### src/rtl/uart_tx_sched.sv
// Round-robin scheduler that feeds one byte at a time from NUM_REQ requesters
// to a single UART transmitter, with launch/done handshake, inter-frame gap and abort timeout.
module uart_tx_sched #(
    parameter int unsigned NUM_REQ     = 4,
    parameter int unsigned TIMEOUT_CYC = 64,
    parameter int unsigned GAP_CYC     = 1
) (
    input  logic                       i_tx_clk,
    input  logic                       i_tx_rst,
    input  logic [NUM_REQ-1:0]         i_req_valid,
    input  logic [NUM_REQ*8-1:0]       i_req_data,
    output logic [NUM_REQ-1:0]         o_req_ready,
    output logic                       o_start_bit,
    output logic [7:0]                 o_data_out,
    input  logic                       i_tx_busy,
    input  logic                       i_tx_data_done,
    output logic [$clog2(NUM_REQ)-1:0] o_grant_id,
    output logic                       o_active,
    output logic                       o_timeout_err,
    input  logic                       i_err_clr
);

    localparam int unsigned GW = $clog2(NUM_REQ);
    localparam int unsigned SW = GW + 1;
    localparam int unsigned TW = 10;
    localparam int unsigned CW = 4;

    typedef enum logic [1:0] {
        ST_IDLE      = 2'd0,
        ST_LAUNCH    = 2'd1,
        ST_WAIT_DONE = 2'd2,
        ST_GAP       = 2'd3
    } state_t;

    localparam state_t AFTER_FRAME = (GAP_CYC == 0) ? ST_IDLE : ST_GAP;

    state_t          state, state_nxt;
    logic [GW-1:0]   last_grant;
    logic [GW-1:0]   win;
    logic [GW-1:0]   cand;
    logic [SW-1:0]   sum;
    logic            found;
    logic [TW-1:0]   tmo_cnt;
    logic [CW-1:0]   gap_cnt;
    logic            done_q;
    logic            done_edge;
    logic            tmo_max;
    logic            gap_last;
    logic            grant_en;
    logic            finish;
    logic            tmo_hit;

    assign done_edge = i_tx_data_done & ~done_q;
    assign tmo_max   = (tmo_cnt == TW'(TIMEOUT_CYC - 1));
    assign gap_last  = (gap_cnt == CW'(GAP_CYC - 1));

    // Round-robin search starting just after the previous owner, wrapping at NUM_REQ.
    always_comb begin
        found = 1'b0;
        win   = '0;
        sum   = '0;
        cand  = '0;
        for (int unsigned i = 0; i < NUM_REQ; i++) begin
            sum = {1'b0, last_grant} + SW'(i + 1);
            if (sum >= SW'(NUM_REQ)) begin
                sum = sum - SW'(NUM_REQ);
            end
            cand = sum[GW-1:0];
            if (!found && i_req_valid[cand]) begin
                found = 1'b1;
                win   = cand;
            end
        end
    end

    always_ff @(posedge i_tx_clk or negedge i_tx_rst) begin
        if (!i_tx_rst) begin
            state <= ST_IDLE;
        end else begin
            state <= state_nxt;
        end
    end

    // Next state plus the accept pulse; a done edge wins over a coincident timeout.
    always_comb begin
        state_nxt   = state;
        grant_en    = 1'b0;
        finish      = 1'b0;
        tmo_hit     = 1'b0;
        o_req_ready = '0;
        case (state)
            ST_IDLE: begin
                if (found) begin
                    grant_en  = 1'b1;
                    state_nxt = ST_LAUNCH;
                    if (i_tx_rst) begin
                        o_req_ready[win] = 1'b1;
                    end
                end
            end
            ST_LAUNCH: begin
                if (tmo_max) begin
                    tmo_hit   = 1'b1;
                    finish    = 1'b1;
                    state_nxt = AFTER_FRAME;
                end else if (i_tx_busy) begin
                    state_nxt = ST_WAIT_DONE;
                end
            end
            ST_WAIT_DONE: begin
                if (done_edge) begin
                    finish    = 1'b1;
                    state_nxt = AFTER_FRAME;
                end else if (tmo_max) begin
                    tmo_hit   = 1'b1;
                    finish    = 1'b1;
                    state_nxt = AFTER_FRAME;
                end
            end
            ST_GAP: begin
                if (gap_last) begin
                    state_nxt = ST_IDLE;
                end
            end
            default: state_nxt = ST_IDLE;
        endcase
    end

    // Datapath: captured byte/owner, counters, done history and sticky error.
    always_ff @(posedge i_tx_clk or negedge i_tx_rst) begin
        if (!i_tx_rst) begin
            last_grant    <= GW'(NUM_REQ - 1);
            o_grant_id    <= '0;
            o_data_out    <= 8'h00;
            o_start_bit   <= 1'b0;
            o_active      <= 1'b0;
            o_timeout_err <= 1'b0;
            tmo_cnt       <= '0;
            gap_cnt       <= '0;
            done_q        <= 1'b0;
        end else begin
            done_q      <= i_tx_data_done;
            o_start_bit <= (state_nxt == ST_LAUNCH);
            o_active    <= (state_nxt == ST_LAUNCH) || (state_nxt == ST_WAIT_DONE);
            if (grant_en) begin
                o_data_out <= i_req_data[{win, 3'b000} +: 8];
                o_grant_id <= win;
                tmo_cnt    <= '0;
            end else if ((state == ST_LAUNCH) || (state == ST_WAIT_DONE)) begin
                tmo_cnt <= tmo_cnt + TW'(1);
            end
            if (finish) begin
                last_grant <= o_grant_id;
            end
            if (state == ST_GAP) begin
                gap_cnt <= gap_cnt + CW'(1);
            end else begin
                gap_cnt <= '0;
            end
            if (tmo_hit) begin
                o_timeout_err <= 1'b1;
            end else if (i_err_clr) begin
                o_timeout_err <= 1'b0;
            end
        end
    end

endmodule

### config.mk
export PLATFORM = sky130hd
export DESIGN_NAME = uart_tx_sched
export DESIGN_NICKNAME = d
export VERILOG_FILES = /design/src/rtl/uart_tx_sched.sv
export SDC_FILE = /design/constraint.sdc
export NUM_CORES = 1
export LEC_CHECK = 0
export CORE_ASPECT_RATIO = 0.7
export CORE_MARGIN = 4
export CORE_UTILIZATION = 50
export CTS_BUF_LIST = sky130_fd_sc_hd__clkbuf_8
export CTS_CLUSTER_DIAMETER = 200
export DETAILED_ROUTE_END_ITERATION = 16
export HOLD_SLACK_MARGIN = 0.12
export PLACE_DENSITY = 0.92
export SLEW_MARGIN = 30
export SYNTH_ARGS = -nofsm -noshare
export SYNTH_HDL_FRONTEND = slang
export SYNTH_SLANG_ARGS = --single-unit
### constraint.sdc
create_clock -name i_tx_clk -period 3.1 [get_ports i_tx_clk]
set_input_delay 0.62 -clock i_tx_clk [delete_from_list [all_inputs] [get_ports i_tx_clk]]
set_output_delay 0.62 -clock i_tx_clk [all_outputs]
set_load 0.02 [all_outputs]
==> reports/results.txt <==
Clk network pwr share -> 0.147
Initial Utilization -> 0.521
CP Data Required Time -> 2480 ps
gr usage total -> 0.221
Synth area leaders -> dfrtp_1 41%, a211oi_1 6.5%, nor2_1 5.9%, ha_1 5.4%, mux2i_1 5.4%
Routed WL -> 4820 µm
Critical Path Source -> i_req_valid[1]
mux contribution to synthesized area -> 0.0625
first-pass GRT wire length -> 7910 µm
MaxCap Viol Count -> 0
Netlist cell types -> 40
crit-path cells -> clkdlybuf4s50_1 > or3b_2 > o311a_1 > nand3b_1 > nor2_1 > dlygate4sd2_1
final hold slack -> 492 ps
Flop pwr share -> 0.316
post-synthesis xor/xnor area fraction -> 0.0476
Avg Cell Area, Syn -> 9.90 µm²
reg2reg path depth -> 6
number of global-route vias before repair -> 1659
Tot Pwr -> 2.02 mW
Max Freq -> 342 MHz
Post-Syn Nets -> 235
unrepaired setup endpoints after global routing -> no
Routability Congestion -> 0.929
Max-slew headroom -> 0.521
Max Clock Skew -> 6.20 ps
Worst Tran Pin Value -> 718 ps
Tcrit/Tclk final -> 0.942
Leak -> 1.16 nW
setup ws final -> 179 ps
Peak VDD IR -> 0.000450 V
CP Launch Type -> input port
Async SR Flop Fraction -> 1.00
number of flops mapped to enable cells by yosys -> 0
Switching Share -> 0.403
Comb power frac -> 0.537
most common cell in the netlist -> dfrtp_1
flop-to-flop setup slack -> 640 ps
Critical Path Sink -> o_req_ready[0]
Post-Synth Adder-Cell Area -> 0.0543
CP Capture Type -> output port
DR WL/cell -> 15.4 µm
DP Wirelength -> 3880 µm
Sink Count -> 32
ANT nets after route -> 0
Syn Inst Count -> 186
chip height -> 58.8 µm
Worst R2R Start -> state[0]$_DFF_PN0_
Slew Limit Fails -> 0
area leader, netlist -> dfrtp_1
final hold vios -> 0
complex-gate fraction of the synthesized area -> 0.137
IO Pins -> 58
number of H-tree levels -> 2
Cell Count, Final, Fillers Out -> 312
clk_lat worst skew -> 280 ps
Resized cells post-CTS -> 4
Critical Path AT -> 2300 ps
largest family of logic cells by synthesized area -> simple AND/OR/NAND/NOR gates
R2R Path End -> o_data_out[6]$_DFFE_PN0P_
initial antenna violation count -> 0
nets -> 310
Die Wd -> 80.5 µm
class of the worst hold path -> reg -> reg
Site Rows -> 18
DR iter-0 viols -> 62
Hold Buf Count CTS -> 0
flops & latches, synth -> 32
Initial DRT Pass Iterations -> 4
Psw -> 813 µW
area of the core -> 3540 µm²
main flop type after synthesis -> dfrtp_1
status -> finished, final reports clean
PortBufs -> 57
Ys Warns -> 0
Root Buffer -> clkbuf_8
largest net degree at the start of global routing -> 23
Post-Syn Area -> 1840 µm²
cell area power density -> 763 nW/µm²
clk slew on worst S/H paths -> 60 ps
Via density -> 5.27
Setup WS pre-CTS -> -92.6 ps
clk buf depth -> 2
CTS tree -> built
Post-CTS Setup Inserts -> 0
Die Area -> 4730 µm²
Hold Path Cell Cnt -> 1
Layout area overhead -> 43.5%
register area share after synthesis -> 0.436
# fillers -> 261
Slowest Stage Delay on Critical Path -> 470 ps
slowest stage cell, crit path -> clkdlybuf4s50_1
drc violations -> 0
diode count -> 0
Synth Area in Simple Gates -> 0.223
layout cell share with drive strength beyond 1 -> 0.134
Final setup viols -> 0
placed insts -> 304
post-synth top area share -> 0.408
Num CTS Buffers -> 5
Internal -> 1.20 mW
Crit Path Class -> in -> out
Vias -> 1645
worst-path maximum fanout -> 2
residual overflow from global routing -> 0
Tmin final -> 2920 ps
cell types with the highest counts after synthesis -> 30 x dfrtp_1, 29 x nor2_1, 16 x a211oi_1, 10 x inv_1, 10 x mux2i_1
==> registers in the layout, indices dropped and copies added, names as in the netlist <==
| name | count |
|---|---|
| o_grant_id | 2 |
| gap_cnt | 4 |
| last_grant | 2 |
| done_q | 1 |
| o_start_bit | 1 |
| o_data_out | 8 |
| state | 2 |
| o_active | 1 |
| tmo_cnt | 10 |
| o_timeout_err | 1 |
==> worst min path at each step <==
stage | startpoint | endpoint
3_3_place_gp | gap_cnt[0]$_DFF_PN0_ | gap_cnt[0]$_DFF_PN0_
3_5_place_dp | gap_cnt[0]$_DFF_PN0_ | gap_cnt[0]$_DFF_PN0_
5_1_grt | gap_cnt[0]$_DFF_PN0_ | gap_cnt[0]$_DFF_PN0_
4_1_cts | gap_cnt[0]$_DFF_PN0_ | gap_cnt[0]$_DFF_PN0_
2_1_floorplan | i_tx_rst | done_q$_DFF_PN0_
6_report | gap_cnt[0]$_DFF_PN0_ | gap_cnt[0]$_DFF_PN0_
==> cells in the final DEF, fill, tap and decap left out, types with 2 or more instances in the layout <==
| master | Yosys | routed |
|---|---|---|
| dfrtp_1 | 30 | 30 |
| a31oi_1 | 2 | 2 |
| ha_1 | 8 | 8 |
| nand2_1 | 3 | 3 |
| nand2_2 | 2 | 2 |
| inv_1 | 10 | 12 |
| a21boi_0 | 2 | 2 |
| xnor2_1 | 3 | 3 |
| nor2b_1 | 8 | 8 |
| a21oi_1 | 2 | 2 |
| nand4_1 | 4 | 4 |
| clkbuf_8 | 0 | 5 |
| o21ai_0 | 4 | 4 |
| clkdlybuf4s50_1 | 0 | 53 |
| and2_1 | 3 | 3 |
| a211oi_1 | 16 | 16 |
| and4_1 | 8 | 8 |
| nor4_2 | 2 | 2 |
| nor2_1 | 29 | 29 |
| mux2i_1 | 10 | 10 |
| xor2_1 | 7 | 7 |
| dfstp_2 | 2 | 2 |
| nand3_1 | 8 | 8 |
| o21ai_2 | 3 | 3 |
| buf_4 | 1 | 17 |
| dlygate4sd2_1 | 0 | 4 |
==> cells by family after synthesis <==
kind of cell               count (synthesis)
and+or+nand+nor                           74
buffers and inverters                     16
adders and majority gates                  8
muxes                                     11
AOI/OAI and AO/OA                         35
xor gates and xnor gates                  10
DFF                                       32
==> routing by layer <==
metal  up-vias  track usage  part of all wire
met2        33        0.370              0.50
li1        824            -                 -
met3        10       0.0428             0.032
met5         -            0                 0
met1       778        0.287              0.45
met4         0       0.0795             0.019
==> power by group through the flow <==
stage               registers [mW]  clock network, mW  logic (mW)
global placement             0.638                  0        1.05
finish                       0.637              0.296        1.08
global route                 0.654              0.327        1.18
detailed placement           0.644                  0        1.09
floorplan                    0.727                  0       0.562
CTS                          0.638              0.303        1.09
==> cell type report <==
type	instances	area [µm²]	area share
inverters	10	37.5	0.0142
flip-flops and latches	32	803	0.304
repair buffers	74	693	0.262
well taps	50	62.6	0.0237
clock inverters	3	12.5	0.00473
multi-input cells	138	966	0.365
clock buffers	5	68.8	0.0260
==> worst max-delay path, delay by kind of cell <==
| kind | cells | cell delay [ps] |
|---|---|---|
| buf+inv | 2 | 810 |
| compound gates | 1 | 150 |
| simple gates | 3 | 720 |
==> stage by stage <==
stage	area (µm²)	setup TNS, ps	utilization
finish	2640	0	0.748
floorplan	1840	0	-
global placement	2570	-142	0.726
global route	2640	0	0.748
CTS	2640	0	0.748
detailed placement	2570	-213	0.726
Power figures use the tool's default switching activity.
